### src/rtl/sprite_compositor.sv
// Three-stage sprite/background/score compositor with double-buffered registers.
// Optional macro SPRITE_HFLIP_EN enables per-sprite horizontal mirroring (ctrl bit1).
module sprite_compositor #(
  parameter int          NUM_SPRITES = 8,
  parameter int          SPRITE_DIM  = 32,
  parameter int          DIGITS      = 4,
  parameter logic [15:0] TRANSP_KEY  = 16'hF81F,
  localparam int         LOG_DIM     = $clog2(SPRITE_DIM),
  localparam int         ADDR_W      = 2*LOG_DIM+2
) (
  input  logic                          clk,
  input  logic                          reset,
  input  logic                          chipselect,
  input  logic                          write,
  input  logic [8:0]                    address,
  input  logic [31:0]                   writedata,
  input  logic [10:0]                   hcount,
  input  logic [9:0]                    vcount,
  input  logic                          blank_n_in,
  input  logic                          frame_start,
  output logic [NUM_SPRITES*ADDR_W-1:0] rom_addr,
  input  logic [NUM_SPRITES*16-1:0]     rom_data,
  output logic [7:0]                    vga_r,
  output logic [7:0]                    vga_g,
  output logic [7:0]                    vga_b,
  output logic                          blank_n_out
);

  logic [9:0]          stg_x [NUM_SPRITES];
  logic [9:0]          stg_y [NUM_SPRITES];
  logic [3:0]          stg_ctrl [NUM_SPRITES];
  logic [9:0]          act_x [NUM_SPRITES];
  logic [9:0]          act_y [NUM_SPRITES];
  logic [3:0]          act_ctrl [NUM_SPRITES];
  logic [23:0]         stg_sky, stg_ground, act_sky, act_ground;
  logic [9:0]          stg_horizon, act_horizon;
  logic [4*DIGITS-1:0] stg_score, act_score;
  logic [9:0]          stg_score_x, stg_score_y, act_score_x, act_score_y;

  logic wr;
  assign wr = chipselect & write;

  // Bus writes land in staging; frame_start copies the pre-write staging into the active set.
  always_ff @(posedge clk or posedge reset) begin
    if (reset) begin
      for (int i = 0; i < NUM_SPRITES; i++) begin
        stg_x[i] <= '0; stg_y[i] <= '0; stg_ctrl[i] <= '0;
        act_x[i] <= '0; act_y[i] <= '0; act_ctrl[i] <= '0;
      end
      stg_sky     <= 24'h87CEEB; act_sky     <= 24'h87CEEB;
      stg_ground  <= 24'h8B4513; act_ground  <= 24'h8B4513;
      stg_horizon <= 10'd200;    act_horizon <= 10'd200;
      stg_score   <= '0;         act_score   <= '0;
      stg_score_x <= '0;         act_score_x <= '0;
      stg_score_y <= '0;         act_score_y <= '0;
    end else begin
      if (wr) begin
        for (int i = 0; i < NUM_SPRITES; i++) begin
          if (address == 9'(4*i))     stg_x[i]    <= writedata[9:0];
          if (address == 9'(4*i + 1)) stg_y[i]    <= writedata[9:0];
          if (address == 9'(4*i + 2)) stg_ctrl[i] <= writedata[3:0];
        end
        case (address)
          9'h100: stg_sky     <= writedata[23:0];
          9'h101: stg_ground  <= writedata[23:0];
          9'h102: stg_horizon <= writedata[9:0];
          9'h103: stg_score   <= writedata[4*DIGITS-1:0];
          9'h104: begin
            stg_score_x <= writedata[9:0];
            stg_score_y <= writedata[25:16];
          end
          default: ;
        endcase
      end
      if (frame_start) begin
        act_x       <= stg_x;
        act_y       <= stg_y;
        act_ctrl    <= stg_ctrl;
        act_sky     <= stg_sky;
        act_ground  <= stg_ground;
        act_horizon <= stg_horizon;
        act_score   <= stg_score;
        act_score_x <= stg_score_x;
        act_score_y <= stg_score_y;
      end
    end
  end

  function automatic logic [7:0] font_row(input logic [3:0] d, input logic [2:0] r);
    logic [63:0] g;
    case (d)
      4'd0: g = 64'h3C666E7666663C00;
      4'd1: g = 64'h1838181818187E00;
      4'd2: g = 64'h3C66060C30607E00;
      4'd3: g = 64'h3C66061C06663C00;
      4'd4: g = 64'h0C1C3C6C7E0C0C00;
      4'd5: g = 64'h7E607C0606663C00;
      4'd6: g = 64'h3C607C6666663C00;
      4'd7: g = 64'h7E060C1830303000;
      4'd8: g = 64'h3C66663C66663C00;
      4'd9: g = 64'h3C66663E060C3800;
      default: g = '0;
    endcase
    return g[8*(3'd7 - r) +: 8];
  endfunction

  logic [9:0]  px;
  logic [10:0] px11, v11, sx11, sy11;
  assign px   = hcount[10:1];
  assign px11 = {1'b0, px};
  assign v11  = {1'b0, vcount};
  assign sx11 = {1'b0, act_score_x};
  assign sy11 = {1'b0, act_score_y};

  logic [NUM_SPRITES-1:0] hit_c;

  // Hit tests in 11 bits so sprites near the right/bottom edge never wrap.
  for (genvar i = 0; i < NUM_SPRITES; i++) begin : g_spr
    logic [10:0]         x_ext, y_ext;
    logic [LOG_DIM-1:0]  col_raw, col, row;
    logic [ADDR_W-1:0]   addr_q;
    assign x_ext    = {1'b0, act_x[i]};
    assign y_ext    = {1'b0, act_y[i]};
    assign hit_c[i] = act_ctrl[i][0] &&
                      (px11 >= x_ext) && (px11 < x_ext + 11'(SPRITE_DIM)) &&
                      (v11 >= y_ext)  && (v11 < y_ext + 11'(SPRITE_DIM));
    assign col_raw  = px[LOG_DIM-1:0] - act_x[i][LOG_DIM-1:0];
    assign row      = vcount[LOG_DIM-1:0] - act_y[i][LOG_DIM-1:0];
`ifdef SPRITE_HFLIP_EN
    assign col = act_ctrl[i][1] ? (LOG_DIM'(SPRITE_DIM-1) - col_raw) : col_raw;
`else
    logic unused_hflip;
    assign unused_hflip = act_ctrl[i][1];
    assign col = col_raw;
`endif
    always_ff @(posedge clk or posedge reset) begin
      if (reset)         addr_q <= '0;
      else if (hit_c[i]) addr_q <= {act_ctrl[i][3:2], row, col};
    end
    assign rom_addr[i*ADDR_W +: ADDR_W] = addr_q;
  end

  logic [DIGITS-1:0] digit_lit;

  for (genvar k = 0; k < DIGITS; k++) begin : g_digit
    logic [10:0] ox;
    logic        in_box;
    logic [2:0]  fcol, frow;
    logic [7:0]  glyph;
    assign ox     = sx11 + 11'(10*k);
    assign in_box = (px11 >= ox) && (px11 < ox + 11'd8) &&
                    (v11 >= sy11) && (v11 < sy11 + 11'd8);
    assign fcol   = px[2:0] - ox[2:0];
    assign frow   = vcount[2:0] - act_score_y[2:0];
    assign glyph  = font_row(act_score[4*(DIGITS-1-k) +: 4], frow);
    assign digit_lit[k] = in_box && glyph[3'd7 - fcol];
  end

  logic [23:0] bg_c;
  assign bg_c = (vcount < act_horizon)  ? act_sky :
                (vcount == act_horizon) ? 24'h000000 : act_ground;

  logic [NUM_SPRITES-1:0] hit_s1, hit_s2;
  logic [23:0]            bg_s1, bg_s2;
  logic                   score_s1, score_s2, blank_s1, blank_s2;

  // Side-band data is delayed one extra stage to meet the registered ROM output.
  always_ff @(posedge clk or posedge reset) begin
    if (reset) begin
      hit_s1 <= '0; bg_s1 <= '0; score_s1 <= 1'b0; blank_s1 <= 1'b0;
      hit_s2 <= '0; bg_s2 <= '0; score_s2 <= 1'b0; blank_s2 <= 1'b0;
    end else begin
      hit_s1   <= hit_c;
      bg_s1    <= bg_c;
      score_s1 <= |digit_lit;
      blank_s1 <= blank_n_in;
      hit_s2   <= hit_s1;
      bg_s2    <= bg_s1;
      score_s2 <= score_s1;
      blank_s2 <= blank_s1;
    end
  end

  logic        win;
  logic [15:0] win_pix;

  // Descending scan so the lowest-index opaque sprite is the last assignment.
  always_comb begin
    win     = 1'b0;
    win_pix = '0;
    for (int i = NUM_SPRITES-1; i >= 0; i--) begin
      if (hit_s2[i] && (rom_data[i*16 +: 16] != TRANSP_KEY)) begin
        win     = 1'b1;
        win_pix = rom_data[i*16 +: 16];
      end
    end
  end

  always_ff @(posedge clk or posedge reset) begin
    if (reset) begin
      vga_r <= '0; vga_g <= '0; vga_b <= '0; blank_n_out <= 1'b0;
    end else begin
      blank_n_out <= blank_s2;
      if (!blank_s2 || score_s2)
        {vga_r, vga_g, vga_b} <= 24'h000000;
      else if (win)
        {vga_r, vga_g, vga_b} <= {win_pix[15:11], 3'b000, win_pix[10:5], 2'b00, win_pix[4:0], 3'b000};
      else
        {vga_r, vga_g, vga_b} <= bg_s2;
    end
  end

  logic unused_bits;
  assign unused_bits = ^{hcount[0], writedata};

endmodule

### config.mk
export PLATFORM = sky130hd
export DESIGN_NAME = sprite_compositor
export DESIGN_NICKNAME = d
export VERILOG_FILES = /design/src/rtl/sprite_compositor.sv
export SDC_FILE = /design/constraint.sdc
export NUM_CORES = 2
export LEC_CHECK = 0
export CORE_MARGIN = 2
export CORE_UTILIZATION = 60
export DETAILED_ROUTE_END_ITERATION = 8
export PLACE_DENSITY = 0.81
export SYNTH_ARGS = -nofsm -noshare
export SYNTH_HDL_FRONTEND = slang
export SYNTH_SLANG_ARGS = --single-unit
### constraint.sdc
create_clock -name clk -period 39.7 [get_ports clk]
set_clock_uncertainty 0.2 [all_clocks]
set_input_delay 11.91 -clock clk [delete_from_list [all_inputs] [get_ports clk]]
set_output_delay 11.91 -clock clk [all_outputs]
set_load 0.02 [all_outputs]
=== Yosys cells after proc, flatten, opt, wreduce, memory -nomap -nowiden ===
Memories as Yosys holds them, arrays and structs flattened.
Index checks and enable logic that the tools add are counted.

* Word-level logic and storage cells: 344
* Bits in read-only memories: 2688
* Register bits: 761
* Memories kept: 4
* Input bits: 196

{| class="wikitable"
|+ Memories
! name !! words !! width !! rd ports !! clocked after Yosys merged registers in !! wr ports !! RTL line !! source
|-
| (no name shown) || 16 || 42 || 1 || 0 || 0 || 91 || <nowiki>case (d)</nowiki>
|-
| (no name shown) || 16 || 42 || 1 || 0 || 0 || 91 ||
|-
| (no name shown) || 16 || 42 || 1 || 0 || 0 || 91 ||
|-
| (no name shown) || 16 || 42 || 1 || 0 || 0 || 91 ||
|}

* Multiplexer cells: 32
* Shift-type cells: 4
* Eq/ne operators: 37
* $add $sub $neg: 50
* Reductions and logical operators: 89
* $lt $le $gt $ge: 47
* Bitwise operators: 1

{| class="wikitable"
|+ Operator list
! cell !! count
|-
| $shiftx A64 B33 Y8 || 4
|-
| $lt A10 B11 Y1 || 21
|-
| $ge A10 B10 Y1 || 18
|-
| $add A10 B6 Y11 const B || 16
|-
| $mux W16 || 8
|-
| $ne A16 B16 Y1 const B || 8
|-
| $eq A9 B5 Y1 const B || 12
|-
| $sub A5 B5 Y5 || 16
|-
| $reduce_and A2 Y1 || 29
|-
| $logic_and A1 B1 Y1 || 56
|-
| $eq A9 B4 Y1 const B || 6
|-
| $mux W24 || 2
|-
| $mux W8 || 6
|-
| $eq A9 B9 Y1 const B || 5
|-
| $add A10 B4 Y11 const B || 3
|-
| $add A11 B4 Y11 const B || 3
|-
| $ge A10 B11 Y1 || 3
|-
| $eq A9 B3 Y1 const B || 3
|-
| $add A10 B5 Y11 const B || 2
|-
| $lt A3 B4 Y1 const B || 4
|-
| $sub A3 B3 Y3 || 5
|-
| $bmux W1 S3 || 4
|-
| $mux W1 || 12
|-
| $sub A3 B3 Y3 const A || 4
|-
| 10 further kinds || 10
|}

=== Logic depth before layout (Yosys ltp) ===
* Depth in word-level cells: 12
* Gate-level depth with buffers: 16
* Depth with buffers taken out: 15

=== Worst setup path after synthesis ===
Ideal clock, no wire load.

* Kind: input -> register
* Start: in vcount[0]
* End: reg score_s1
* Stages on the path: 14
* Data required time: 39.401 ns
* Data arrival time: 14.708 ns
* Slack: 24.693 ns
* Buffers on the path: 4
* Path through: inv_1 ha_1 inv_1 fa_1 clkbuf_1 buf_2 buf_2 buf_1 o2111ai_1 o211ai_1 a211oi_1 nor4_1 a32oi_1 a311oi_1

* Longest elaborated chain between the ends: 7

{| class="wikitable"
|+ RTL lines
! what !! RTL line !! source
|-
| start: declaration || 18 || <nowiki>input logic [9:0] vcount,</nowiki>
|-
| $sub A3 B3 Y3 || 154 || <nowiki>assign frow = vcount[2:0] - act_score_y[2:0];</nowiki>
|-
| $sub A3 B3 Y4 || 104 || <nowiki>return g[8*(3'd7 - r) +: 8];</nowiki>
|-
| $shiftx A64 B33 Y8 || 104 ||
|-
| $bmux W1 S3 || 156 || <nowiki>assign digit_lit[k] = in_box && glyph[3'd7 - fcol];</nowiki>
|-
| $mux W1 (implied by the code) || 156 ||
|-
| $logic_and A1 B1 Y1 || 156 ||
|-
| $reduce_or A4 Y1 (*) || 175 || <nowiki>score_s1 <= |digit_lit;</nowiki>
|-
| end signal: assignment || 175 ||
|-
| end: declaration || 165 || <nowiki>logic score_s1, score_s2, blank_s1, blank_s2;</nowiki>
|}

Every way passes the cells marked *; elsewhere a longest branch is shown, timed or not. The select of a mux whose other input is x is not followed.
A chain may end at the register's enable or synchronous reset.

=== Final worst setup path ===
Same ends and word-level chain as after synthesis.

==> impl_table.tex <==
\begin{tabular}{lr}
\hline
Metric & Value \\
\hline
\multicolumn{2}{l}{\textbf{Cells and area}} \\
\quad Final core utilization & 0.700 \\
\quad Most frequent cells in the layout & dfrtp\_1, mux2\_2, ha\_1, o21ai\_0, nand2\_1 \\
\quad Post-route cell area & between 40000 and 50000 sq um \\
\quad Antenna cell count & 0 \\
\quad Cell Count, Final, Fillers Out & between 5000 and 6000 \\
\quad Most common cell after layout, fill and taps aside & dfrtp\_1 \\
\quad Count of nets after finishing & about 4900 \\
\quad Synthesis-to-layout area growth & 15.3\% \\
\quad Fraction of final layout cells sized beyond drive strength 1 & 0.162 \\
\quad Count of fill cells added during filler insertion & between 5000 and 6000 \\
\multicolumn{2}{l}{\textbf{Drt}} \\
\quad Drt first-iter violations & 2819 \\
\quad Number of vias per cell after detailed routing & 6.17 \\
\quad Antenna Violating Nets Remaining & 0 \\
\quad Count of vias placed by the detailed router & $\sim$33000 \\
\quad \# DRC & 0 \\
\quad Number of detailed-routing iterations run before antenna repair & 7 \\
\quad Mean routed wirelength per cell & between 20 and 25 microns \\
\quad Sum of routed wire length over all layers & $\sim$120000 microns \\
\multicolumn{2}{l}{\textbf{Synthesis}} \\
\quad Avg Synthesized Cell Area & between 10 and 15 sq um \\
\quad Sequential fraction of the synthesis area & 0.440 \\
\quad Number of warnings issued by yosys & 0 \\
\quad FF+latch count, synth & between 700 and 800 \\
\quad Share of flip-flops with an asynchronous set or reset after synthesis & 1.00 \\
\quad Gate count after technology mapping & roughly 4100 \\
\quad Syn Nets & 4687 \\
\quad Post-synthesis cell area & roughly 43000 sq um \\
\quad Distinct cell type count after synthesis & between 90 and 100 \\
\quad Top flip-flop cell by instance count after synthesis & dfrtp\_1 \\
\quad Count of flip-flops with a built-in enable after synthesis & 0 \\
\multicolumn{2}{l}{\textbf{CTS}} \\
\quad Number of sinks on the clock net & $\sim$750 \\
\quad Root buffer cell & clkbuf\_16 \\
\quad TritonCTS clock tree & built \\
\quad Clock transition at the registers of the reported paths & around 60 ps \\
\quad Total clock buffers created by CTS & between 70 and 80 \\
\quad Clock latency of the later-clocked register in the worst-skew pair & about 630 ps \\
\quad Number of setup buffers added after CTS & 0 \\
\quad Number of gates resized after cts & 0 \\
\quad Number of hold buffers added after cts & 0 \\
\quad Number of buffers on the longest clock path & 3 \\
\quad Htree depth & 3 \\
\multicolumn{2}{l}{\textbf{Global route}} \\
\quad Aggregate global-route resource usage & 0.315 \\
\quad Overflow left after global routing & 0 \\
\quad Initial antenna violation count & 7 \\
\quad Number of global-route vias before repair & 33100 \\
\quad Largest net degree at the start of global routing & around 230 \\
\quad First-pass GRT wire length & roughly 180000 microns \\
\multicolumn{2}{l}{\textbf{Setup path}} \\
\quad Peak per-stage delay on the critical path & approximately 800 ps \\
\quad Setup crit end kind & flop \\
\quad Cells along the critical path & clkdlybuf4s50\_1, inv\_1, ha\_2, inv\_1, fa\_2, buf\_4, inv\_2, nor2\_1, a32o\_1, a21oi\_1, o311ai\_0, o211ai\_1, a211o\_1, a311oi\_1 \\
\quad Slowest stage cell, crit path & nor2\_1 \\
\quad R2r startpoint & act\_score\_y[0] \\
\quad Timing startpoint of the critical path & vcount[0] \\
\quad Kind of critical path & in2reg \\
\quad Worst-path fanout max & 65 \\
\quad Worst setup SP type & input pin \\
\quad Worst Path Arrival & roughly 17000 ps \\
\quad Most common cell type on the critical path & inv\_1 \\
\quad Cell type group with the largest total delay on the critical path & buffers and inverters \\
\quad Required time worst endpoint & roughly 40000 ps \\
\quad WP buf/inv & 5 \\
\multicolumn{2}{l}{\textbf{Placement}} \\
\quad Cell count after placement & about 5200 \\
\quad Gp weighted congestion & around 0.93 \\
\quad Worst slack, placed & roughly 22000 ps \\
\quad Number of input and output port buffers inserted & 309 \\
\quad Post-detailed-placement cell area & about 47000 sq um \\
\quad Sum of net half-perimeters after detailed placement & roughly 76000 microns \\
\multicolumn{2}{l}{\textbf{Floorplanning}} \\
\quad DIE AREA & around 73000 sq um \\
\quad Width of the die & 270 microns \\
\quad Starting utilization of the core area & 0.607 \\
\quad I/O pin count & 317 \\
\quad Y dimension of the die & $\sim$270 microns \\
\quad Cell row count & between 90 and 100 \\
\quad Core area & around 70000 sq um \\
\multicolumn{2}{l}{\textbf{Power}} \\
\quad PwrDens & approximately 35 nW/um\^{}2 \\
\quad Pleak & between 20 and 25 nW \\
\quad Total net switching power & approximately 440 uW \\
\quad Peak supply drop & around 33 uV \\
\quad Switch share & 0.255 \\
\quad Total internal power & roughly 1.3 mW \\
\quad Logic gate share of total power & 0.115 \\
\quad Fraction of power consumed by the clock network & 0.428 \\
\quad Sequential fraction of design power & 0.457 \\
\multicolumn{2}{l}{\textbf{Timing}} \\
\quad Total count of hold-check failures in the final report & 0 \\
\quad Unrepaired setup endpoints after global routing & no \\
\quad Slew @ Worst Pin & roughly 1100 ps \\
\quad Worst slew slack as a fraction of its limit & 0.250 \\
\quad Post-layout worst setup margin & between 20000 and 25000 ps \\
\quad Number of setup violations in the final report & 0 \\
\quad Share of the clock period used by the worst path after layout & 0.428 \\
\quad Final Max Tran Viols & 0 \\
\quad Fmax achieved & approximately 0.059 GHz \\
\quad Final min period & about 17000 ps \\
\quad Total negative slack & 0 ps \\
\multicolumn{2}{l}{\textbf{Min path}} \\
\quad Hold Path Origin & bg\_s1[20] \\
\quad Min-Delay Path Class & reg2reg \\
\multicolumn{2}{l}{\textbf{Flow run}} \\
\quad Maxcap violations & 0 \\
\multicolumn{2}{l}{\textbf{Outcome}} \\
\quad Run status & finished, final reports clean \\
\hline
\end{tabular}
metrics by stage:
stage          hold WS [ps]  total power [mW]
6_report                144              1.71
3_3_place_gp            132             0.982
5_1_grt                 153              1.77
2_1_floorplan           131             0.908
3_5_place_dp            135             0.987
4_1_cts                 147              1.72
power by group through the flow:
stage / Sequential [mW] / Combinational [mW] / Clock, mW
floorplan: 0.796 / 0.112 / 0
global placement: 0.794 / 0.187 / 0
detailed placement: 0.795 / 0.193 / 0
CTS: 0.781 / 0.195 / 0.741
global route: 0.782 / 0.216 / 0.772
finish: 0.781 / 0.197 / 0.733
sequential cells by signal (all words and copies together) (netlist names), 16 cells and up:
signal,cells
act_score,16
act_ground,24
stg_y,80
act_y,80
g_spr.addr_q,96
act_x,80
act_sky,24
stg_x,80
stg_sky,24
stg_ground,24
stg_ctrl,24
bg_s1,24
stg_score,16
bg_s2,24
act_ctrl,24
path summary, 6_finish.rpt:
check                                            to  slack, ps  cells after the start
worst max-delay path                       score_s1      22710                     14
worst min-delay path                      bg_s2[20]        140                      0
worst max register to register             score_s1      34910                     12
worst min register to register            bg_s2[20]        140                      0
max in group asynchronous       g_spr[0].addr_q[11]      23810                      6
min in group asynchronous        g_spr[7].addr_q[1]      11570                      2
kinds of logic (layout without fill, tap and decap cells):
kind of cell	after synthesis	count (layout)	synth area share
DFF	745	745	0.440
buffers and inverters	494	802	0.0453
adders and majority gates	408	408	0.123
AOI/OAI and AO/OA	957	957	0.143
muxes	458	458	0.120
and+or+nand+nor	873	873	0.0975
xor gates and xnor gates	149	149	0.0307
synthesized netlist by cell type, drive strengths merged, types with 32 or more instances:
cell / number / share of area
mux2i: 41 / 0.0096
nand2: 350 / 0.031
nor2b: 61 / 0.0091
o221ai: 36 / 0.0074
ha: 388 / 0.11
nor2: 189 / 0.017
a31oi: 66 / 0.0097
dfrtp: 689 / 0.40
mux2: 415 / 0.11
nor3: 49 / 0.0065
clkbuf: 155 / 0.014
xnor2: 122 / 0.025
o211ai: 32 / 0.0056
o21a: 34 / 0.0060
buf: 38 / 0.0047
nand3: 94 / 0.011
a21oi: 160 / 0.019
o21ai: 367 / 0.043
a21o: 43 / 0.0076
inv: 297 / 0.026
dfstp: 56 / 0.035
a211oi: 36 / 0.0063
routing by layer:
metal  global-route usage  up-vias  wire length (microns)
li1                     -    15000                      -
met1                0.406    16300                  47100
met5                    0        -                     80
met4                0.146       12                   5410
met2                0.525     1208                  56000
met3               0.0468      302                   7490
final cells by class:
class	instances	area, sq um	area share
clock inverter	20	287	0.00584
multi-input combinational	2845	22000	0.448
sequential	745	18700	0.381
clock buffer	118	2280	0.0465
timing repair buffer	364	3520	0.0718
tap	940	1180	0.0240
inverter	300	1130	0.0231
worst register-to-register path, cell delays in order (launching register included):
cell and delay, ps:
dfrtp_1 380, ha_2 190, inv_1 60, fa_2 510
buf_4 560, inv_2 410, nor2_1 780, a32o_1 290
a21oi_1 40, o311ai_0 430, o211ai_1 210, a211o_1 360
a311oi_1 280
No activity file was read; power rests on OpenSTA's default activity.
